## config.mk

```make
export PLATFORM = sky130hd
export DESIGN_NAME = seq_comparer
export DESIGN_NICKNAME = d
export VERILOG_FILES = /design/src/rtl/seq_comparer.sv
export SDC_FILE = /design/constraint.sdc
export NUM_CORES = 1
export LEC_CHECK = 0
export CAP_MARGIN = 20
export CORE_MARGIN = 2
export CORE_UTILIZATION = 31
export CTS_CLUSTER_DIAMETER = 60
export CTS_CLUSTER_SIZE = 8
export DETAILED_ROUTE_END_ITERATION = 6
export PLACE_DENSITY = 0.5
export REMOVE_ABC_BUFFERS = 1
export SKIP_CTS_REPAIR_TIMING = 1
export SYNTH_ARGS = -nofsm -noshare
export SYNTH_HDL_FRONTEND = slang
export SYNTH_SLANG_ARGS = --single-unit
```

## constraint.sdc

```tcl
create_clock -name clk -period 4.24 [get_ports clk]
set_clock_uncertainty 0.1 [all_clocks]
set_input_delay 0.848 -clock clk [delete_from_list [all_inputs] [get_ports clk]]
set_output_delay 0.848 -clock clk [all_outputs]
set_load 0.005 [all_outputs]
```

## src/rtl/seq_comparer.sv

```systemverilog
// Multi-cycle magnitude comparator: walks WIDTH-bit operands SLICE bits per cycle, MSB slice first.
// Optional macro EARLY_EXIT_EN ends the walk on the first differing slice.
module seq_comparer #(
   parameter int WIDTH = 32,
   parameter int SLICE = 8
) (
   input  logic             clk,
   input  logic             rst,
   input  logic             in_valid,
   output logic             in_ready,
   input  logic [WIDTH-1:0] a,
   input  logic [WIDTH-1:0] b,
   output logic             out_valid,
   input  logic             out_ready,
   output logic [2:0]       ur,
   output logic [2:0]       sr,
   output logic             busy
);

   localparam int NSLICE = WIDTH / SLICE;
   localparam int IW     = (NSLICE > 1) ? $clog2(NSLICE) : 1;

   // Handshake: a transfer happens on a rising edge where valid and ready are
   // both high; in_ready only in IDLE, out_valid only in DONE.
   typedef enum logic [1:0] {IDLE, RUN, DONE} state_t;

   state_t           state, state_n;
   logic [WIDTH-1:0] a_q, b_q;
   logic [IW-1:0]    idx;
   logic             ug, ul, ug_n, ul_n;
   logic             sg_n, sl_n;
   logic [SLICE-1:0] a_sl, b_sl;

   assign in_ready  = (state == IDLE);
   assign out_valid = (state == DONE);
   assign busy      = (state != IDLE);

   assign a_sl = a_q[idx*SLICE +: SLICE];
   assign b_sl = b_q[idx*SLICE +: SLICE];

   always_comb begin
      state_n = state;
      ug_n    = ug;
      ul_n    = ul;
      case (state)
         IDLE: if (in_valid) state_n = RUN;
         RUN: begin
            // The first (most significant) difference wins; lower slices never override it.
            if (!(ug || ul) && (a_sl != b_sl)) begin
               ug_n = (a_sl > b_sl);
               ul_n = (a_sl < b_sl);
            end
`ifdef EARLY_EXIT_EN
            if (ug_n || ul_n || (idx == '0)) state_n = DONE;
`else
            if (idx == '0) state_n = DONE;
`endif
         end
         DONE: if (out_ready) state_n = IDLE;
         default: state_n = IDLE;
      endcase
   end

   // Differing sign bits decide the signed relation outright.
   always_comb begin
      sg_n = ug_n;
      sl_n = ul_n;
      case ({a_q[WIDTH-1], b_q[WIDTH-1]})
         2'b01: begin sg_n = 1'b1; sl_n = 1'b0; end
         2'b10: begin sg_n = 1'b0; sl_n = 1'b1; end
         default: begin sg_n = ug_n; sl_n = ul_n; end
      endcase
   end

   always_ff @(posedge clk or posedge rst) begin
      if (rst) begin
         state <= IDLE;
         a_q   <= '0;
         b_q   <= '0;
         idx   <= '0;
         ug    <= 1'b0;
         ul    <= 1'b0;
         ur    <= 3'b000;
         sr    <= 3'b000;
      end else begin
         state <= state_n;
         ug    <= ug_n;
         ul    <= ul_n;
         if (state == IDLE && in_valid) begin
            a_q <= a;
            b_q <= b;
            idx <= IW'(NSLICE - 1);
            ug  <= 1'b0;
            ul  <= 1'b0;
         end else if (state == RUN) begin
            if (idx != '0) idx <= idx - IW'(1);
            if (state_n == DONE) begin
               ur <= {ul_n, ul_n | ug_n, ug_n};
               sr <= {sl_n, sl_n | sg_n, sg_n};
            end
         end
      end
   end

endmodule

```

Word-level counts from Yosys, hierarchy flattened --
Cells that the tools add are included.
Word-level totals: output and inout bits 9, bits of input ports 68, flip-flop bits (word level) 76, word-level logic and storage cells 49
Operators by class: reduce and logical (&&, ||, !) cells 12, $lt $le $gt $ge 2, shifts and indexed selects 2, add/subtract/negate cells 1, muxes and demuxes 15, equal/unequal tests 6, bitwise logic cells 3
Operators by type and width (number):
- $shiftx 32x6->8 | 2
- $mux 2 | 6
- $gt 8x8->1 | 1
- $lt 8x8->1 | 1
- $ne 8x8->1 | 1
- $reduce_bool 2->1 | 4
- $eq 2x2->1 const B | 3
- $mux 1 | 6
- $pmux 2 s3 | 1
- $eq 2x1->1 const B | 2
- $logic_not 2->1 | 2
- $pmux 1 s2 | 2
- $reduce_and 3->1 | 1
- $logic_and 1x1->1 | 2
- $or 1x1->1 | 2
- $reduce_and 2->1 | 1
- $sub 2x1->2 const B | 1
- $logic_not 1->1 | 1
- $logic_or 1x1->1 | 1
- $not 1->1 | 1

Longest topological paths before layout --
Gate-level depths: netlist of the first run.
depth in word-level cells 7, depth in mapped cells 9, gate-level depth less buffers 8

Least setup slack after synthesis of the first run --
OpenSTA, ideal clock, no wires.
path kind reg-to-reg, from register idx[1], to register sr[2], slack 1.654 ns, required time 4.056 ns, library setup time 0.084 ns, path buffers 2, clock period less this slack 2.586 ns, data arrival time 2.402 ns, stages on the path, launching flop included 9, cells stage by stage dfrtp_1 > buf_2 > clkbuf_1 > mux4_2 > ha_1 > nand4_1 > o211a_4 > or3b_4 > a41oi_2
On the way: word-level cells in the longest chain between the ends 6, elaborated cells on any way between the ends 13, those cells by class order compare: 1; eq/ne: 2; shift: 2; mux: 5; reduce/logical: 3
Ends and longest elaborated chain:
- start, declared | line 29 | logic [IW-1:0] idx;
- start signal, assigned | line 92 | idx <= IW'(NSLICE - 1);
- start signal, assigned | line 96 | if (idx != '0) idx <= idx - IW'(1);
- branches (longest 6 deep; another with $lt 8x8->1)
- end signal, assigned | line 99 | sr <= {sl_n, sl_n | sg_n, sg_n};
- end, declared | line 16 | output logic [2:0] sr,
Parallel ways; which one is timed is not known. A chain may end at the register's enable or synchronous reset.

Final worst setup path of the first run --
from register idx[0], to register sr[2]
The elaborated chain is that of the path after synthesis.

==> impl_metrics.py, run 1 <==
metrics = {
    "detailed_routing": {
        "totalWireLength_um": 7340,
        "antenna_left": 0,
        "vias": 2237,
        "dr.pass1.iters": 4,
        "via_per_inst": 4.67,
        "drt_iter0_markers": 81,
        "drc_errors": 0,
        "wl_per_cell_um": 15.3,
    },
    "sta": {
        "hold_viol_final": 0,
        "max_freq_ghz": 0.327,
        "slew_violations": 0,
        "fin_crit_ns": 3.05,
        "setup_tns_ns": 0,
        "fin_crit_sh": 0.720,
        "slew_headroom": 0.357,
        "rsz0062_at_grt": "false",
        "tightest_slew_ns": 0.965,
        "setup_viol_count_final": 0,
    },
    "yosys": {
        "synth_top_area_share": 0.524,
        "synth_top_cell_by_area": "dfrtp_1",
        "synth_mux_area_frac": 0.312,
        "synth-edff-count": 0,
        "ys_warn_count": 0,
        "postSynthCellCount": 254,
        "synth_xor_area_frac": 0,
        "synthAdderAreaFrac": 0.0379,
        "yosysSeqAreaShare": 0.524,
        "avgSynthCellArea_um2": 14.3,
        "synth_compound_area_frac": 0.0465,
        "yosys-top-cells-area": "dfrtp_1 (52%), mux4_2 (9.9%), mux2_2 (9.6%)",
        "synthDistinctLibCells": 29,
        "synth_area_um2": 3630,
        "synth_top_family_by_area": "multiplexers",
        "yosys.area_share.simple": 0.0390,
        "ys_ff_latch": 76,
        "synth_flop_cell": "dfrtp_1",
        "async_reset_ff_frac": 1.00,
    },
    "power_and_ir_drop": {
        "powerDensity_nw_per_um2": 760,
        "vdd_drop_max_mv": 0.282,
        "seq_power_share": 0.367,
        "p_total_mw": 3.66,
        "p_leak_nw": 2.03,
        "swShare": 0.316,
        "clockPowerShare": 0.206,
        "p_switching_mw": 1.16,
        "intPower_mw": 2.50,
        "power_frac_comb": 0.427,
    },
    "grt": {
        "antenna_found_initial": 0,
        "grt_usage": 0.130,
        "grt_pass1_wl_um": 12600,
        "grt-ovfl-total": 0,
        "grt_max_degree": 69,
        "first_global_vias": 2391,
    },
    "finish": {
        "diodes": 0,
        "drive_above_1_share": 0.253,
        "instances_no_fill": 479,
        "areaGrowthSynthToFinish_pct": 32.6,
        "final_util": 0.422,
        "design_area_um2": 4810,
        "fillCellCount": 1105,
        "seq_area_um2": 1900,
        "finalNetCount": 411,
        "multiInputGateArea_um2": 1580,
    },
    "place": {
        "port_buffers": 76,
        "gp_congestion": 0.704,
        "place_inst": 464,
        "placed_cell_area_um2": 4520,
        "hpwl_um": 5330,
    },
    "run": {
        "max_cap_violations": 0,
    },
    "setup_path": {
        "critPathRequiredTime_ns": 4.39,
        "cp-end-kind": "flip-flop",
        "start_kind": "flip-flop",
        "cp.arrival_ns": 3.20,
        "critPathKind": "reg -> reg",
        "path_max_fanout": 13,
    },
    "floorplan": {
        "initial_core_util": 0.318,
        "core_um2": 11400,
        "die_area_um2": 12600,
        "die_h_um": 112,
        "pin_count": 77,
        "die_width_um": 112,
        "std_cell_rows": 39,
    },
    "clocking": {
        "cts_htree_levels": 3,
        "cts_tree": "built",
        "clock-root-buffer": "clkbuf_16",
        "cts.sinks": 76,
        "clk_latency_ns": 0.33,
        "cts_buffers": 9,
        "clk_pin_slew_ns": 0.06,
        "clockBufferDepth": 2,
    },
    "worst_hold_path": {
        "hold_class": "reg -> reg",
    },
    "status": {
        "outcome": "completed",
    },
}
==> registers in the layout, indices dropped and copies added, names as in the netlist <==
| register | flops |
|---|---|
| a_q | 32 |
| b_q | 32 |
| sr | 3 |
| ur | 3 |
| idx | 2 |
| state | 2 |
| ug | 1 |
| ul | 1 |
==> cell families (layout without fill, tap and decap cells) <==
kind of cell,after synthesis,count (layout)
compound gates,26,26
fa+ha+maj,11,11
buf+inv,31,113
flops,76,76
mux,80,80
simple gates,30,30
==> metal layers <==
metal / global-route usage / wire [µm] / vias to the layer above
met2: 0.187 / 3220 / 50
met1: 0.185 / 3710 / 1110
met4: 0.0439 / 88 / 0
met5: 0 / 0 / -
met3: 0.0421 / 323 / 4
li1: - / - / 1073
==> critical path, cell delays in order, from the launching register on <==
cell and delay (ns):
dfrtp_1 0.74, buf_4 0.33, mux4_2 0.53, ha_1 0.34, nand4_1 0.15, o211a_4 0.20
or3b_4 0.40, a41oi_2 0.19
==> path summary, 6_finish.rpt <==
path | startpoint | end | slack, ns | cells past startpoint
max | idx[0] | sr[2] | 1.19 | 7
min | b_q[26] | b_q[26] | 0.38 | 1
max reg2reg | idx[0] | sr[2] | 1.19 | 7
min reg2reg | b_q[26] | b_q[26] | 0.38 | 1
max in group asynchronous | rst | b_q[11] | 2.61 | 3
min in group asynchronous | rst | a_q[13] | 0.72 | 2
==> Yosys cell counts, types with 3 or more instances <==
cell type / instances
dfrtp_1: 76
mux2_1: 17
nand2_1: 8
a31oi_1: 4
mux4_2: 16
mux2_2: 31
a21oi_1: 8
nor2_1: 13
ha_1: 11
o21ai_0: 5
inv_1: 18
buf_6: 3
mux2_4: 14
o21ai_1: 3
buf_2: 8
==> through the flow <==
step                setup WS [ns]  hold WS (ns)
floorplan                   0.967         0.353
global placement             1.24         0.367
detailed placement           1.19         0.372
CTS                          1.16         0.386
global route                 1.00         0.401
finish                       1.19         0.378
==> power groups by stage <==
stage	registers, mW	logic, mW	clock network [mW]
6_report	1.34	1.56	0.754
4_1_cts	1.35	1.59	0.771
3_3_place_gp	1.37	1.56	0
3_5_place_dp	1.36	1.58	0
5_1_grt	1.40	1.75	0.806
2_1_floorplan	1.29	1.19	0
==> cell type report <==
| cell class | instances | area share |
|---|---|---|
| clock buffer | 11 | 0.0504 |
| inverter | 18 | 0.0143 |
| sequential | 76 | 0.395 |
| multi-input combinational | 147 | 0.328 |
| timing repair buffer | 80 | 0.164 |
| clock inverter | 4 | 0.0104 |
| tap | 143 | 0.0372 |
==> cells in the final DEF (no fill, tap or decap), types with 3 or more instances in the layout <==
| cell type | Yosys | layout |
|---|---|---|
| buf_4 | 0 | 4 |
| a31oi_1 | 4 | 4 |
| inv_1 | 18 | 17 |
| mux2_4 | 14 | 14 |
| mux4_2 | 16 | 16 |
| o21ai_1 | 3 | 3 |
| a21oi_1 | 8 | 8 |
| o21ai_0 | 5 | 5 |
| ha_1 | 11 | 11 |
| mux2_2 | 31 | 31 |
| clkbuf_16 | 0 | 9 |
| clkdlybuf4s50_1 | 0 | 76 |
| mux2_1 | 17 | 17 |
| dfrtp_1 | 76 | 76 |
| nand2_1 | 8 | 8 |
| nor2_1 | 13 | 13 |
Note: power is estimated with default switching activity, not from simulation.
==> run 2: changes to the inputs <==
Settings changed: PLACE_DENSITY 0.5 to 0.52.
Clock period 4.24 ns to 2.65 ns, I/O delays scaled along.
==> run 2 against run 1 <==
Count of clock-buffer cells in the layout is 2 lower. Sequential power grew 59%. Hold slack better by 0.0044 ns. First-iteration DRC count down 37%. Register-to-register slack got worse by 1.1 ns. Final cell count rose by 2.1%. Highest routed layer unchanged. Critical endpoint unchanged. Critical path type unchanged. Via count increased by 1.9%. Core utilization is 1.5 points higher. Wire length grew 2.4%. Worst setup slack got worse by 1.1 ns.
==> impl_metrics.py, run 2 (synthesis gave the netlist of run 1 again) <==
metrics = {
    "setup_path": {
        "rr_worst_depth": 9,
        "cp_cell_sequence": "buf_6, mux4_2, inv_1, ha_1, nor2b_1, o211ai_1, a21oi_2, or3b_4, a41oi_2",
        "critPathKind": "reg -> reg",
        "cp.arrival_ns": 2.68,
        "timing.rr.end": "sr[2]",
        "slowest_stage": "mux4_2",
        "path_max_fanout": 4,
        "rr_startpoint": "idx[0]",
        "start_kind": "flip-flop",
        "critPathRequiredTime_ns": 2.80,
        "r2r_slack_ns": 0.11,
        "cp-end-kind": "flip-flop",
        "slowest_delay_ns": 0.49,
    },
    "sta": {
        "setup_tns_ns": 0,
        "tightest_slew_ns": 0.410,
        "setup_viol_count_final": 0,
        "slew_headroom": 0.727,
        "slew_violations": 0,
        "hold_viol_final": 0,
        "fin_crit_ns": 2.54,
        "max_freq_ghz": 0.394,
        "fin_crit_sh": 0.957,
    },
    "detailed_routing": {
        "drc_errors": 0,
        "wl_met1_um": 3760,
        "wl_per_cell_um": 15.4,
        "antenna_left": 0,
        "dr.pass1.iters": 4,
        "totalWireLength_um": 7510,
        "highest_layer": "met4",
        "wl_met2_um": 3270,
        "dr_wl_met3_um": 362,
        "vias": 2279,
        "via_per_inst": 4.66,
        "drt_iter0_markers": 51,
    },
    "grt": {
        "antenna_found_initial": 0,
        "grt-ovfl-total": 0,
        "grt_pass1_wl_um": 12700,
        "grt_max_degree": 35,
        "grt_usage": 0.130,
        "first_global_vias": 2412,
    },
    "clocking": {
        "clk_latency_ns": 0.33,
        "clk_pin_slew_ns": 0.06,
        "cts.sinks": 76,
        "cts_tree": "built",
        "clockBufferDepth": 2,
        "clock-root-buffer": "clkbuf_16",
        "cts_buffers": 9,
        "cts_htree_levels": 3,
    },
    "floorplan": {
        "initial_core_util": 0.318,
        "die_h_um": 112,
        "die_area_um2": 12600,
        "core_um2": 11400,
        "pin_count": 77,
        "die_width_um": 112,
        "std_cell_rows": 39,
    },
    "power_and_ir_drop": {
        "p_leak_nw": 2.11,
        "vdd_drop_max_mv": 0.451,
        "powerDensity_nw_per_um2": 1230,
    },
    "finish": {
        "finalNetCount": 420,
        "top_regs": "a_q (32), b_q (32)",
        "drive_above_1_share": 0.283,
        "final_common_cell": "clkdlybuf4s50_1",
        "instances_no_fill": 489,
        "diodes": 0,
        "areaGrowthSynthToFinish_pct": 37.3,
        "final_cell_mix": "clkdlybuf4s50_1 (76), dfrtp_1 (75), mux2_2 (31)",
    },
    "run": {
        "max_cap_violations": 0,
    },
    "place": {
        "place_inst": 470,
        "gp_congestion": 0.741,
        "port_buffers": 76,
        "hpwl_um": 5530,
    },
    "worst_hold_path": {
        "hold_class": "reg -> reg",
        "holdPathStages": 1,
        "hold_path.startpoint": "b_q[20]",
        "whs_endpoint": "b_q[20]",
    },
    "status": {
        "outcome": "completed",
    },
}
-- run 2: changes by cell type in the layout (fill, tap and decap cells not counted), sizes merged --
| cell | delta |
|---|---|
| clkinvlp | -1 |
| bufinv | +1 |
| inv | +2 |
| clkbuf | -2 |
| buf | +9 |
| clkinv | +1 |
-- run 2: worst max-delay path by stage --
stage	start	end	slack [ns]	depth (start not counted)
global placement	idx[1]	sr[2]	0.09	7
CTS	idx[0]	sr[2]	0.006	9
global route	idx[0]	ur[2]	-0.01	9
floorplan	state[1]	a_q[21]	-0.38	3
detailed placement	idx[0]	sr[2]	0.04	9
finish	idx[0]	sr[2]	0.11	9
-- run 2: cell type report --
type	count	area [µm²]
fillers	1121	6430
multi-input cells	147	1590
inverters	18	68.8
well taps	143	179
clock inverters	7	98.8
repair buffers	89	925
flip-flops and latches	76	1900
clock buffers	9	225
-- run 2: critical path: cells and delay by family (launching register included) --
kind	cells	cell delay (ns)
compound gates	3	0.46
fa+ha+maj	1	0.23
buf+inv	2	0.20
flops	1	0.40
mux	1	0.49
simple gates	2	0.56
-- run 2: per-stage QoR --
stage / area, µm² / utilization / setup slack [ns] / hold WS (ns) / power, mW
finish: 4980 / 0.437 / 0.115 / 0.382 / 6.15
global route: 4980 / 0.437 / -0.0125 / 0.397 / 6.62
CTS: 4950 / 0.434 / 0.00635 / 0.386 / 6.19
detailed placement: 4630 / 0.405 / 0.0381 / 0.372 / 4.82
floorplan: 3550 / - / -0.383 / 0.353 / 3.97
global placement: 4630 / 0.405 / 0.0859 / 0.370 / 4.80
-- run 2: where the power goes --
part,internal (mW),switching [mW]
clock,0.831,0.493
sequential,1.76,0.367
combinational,1.63,1.07
-- run 2: layer usage --
metal | GRT usage | vias up
met5 | 0 | -
met4 | 0.0512 | 0
met3 | 0.0351 | 9
met2 | 0.184 | 51
met1 | 0.190 | 1131
li1 | - | 1088
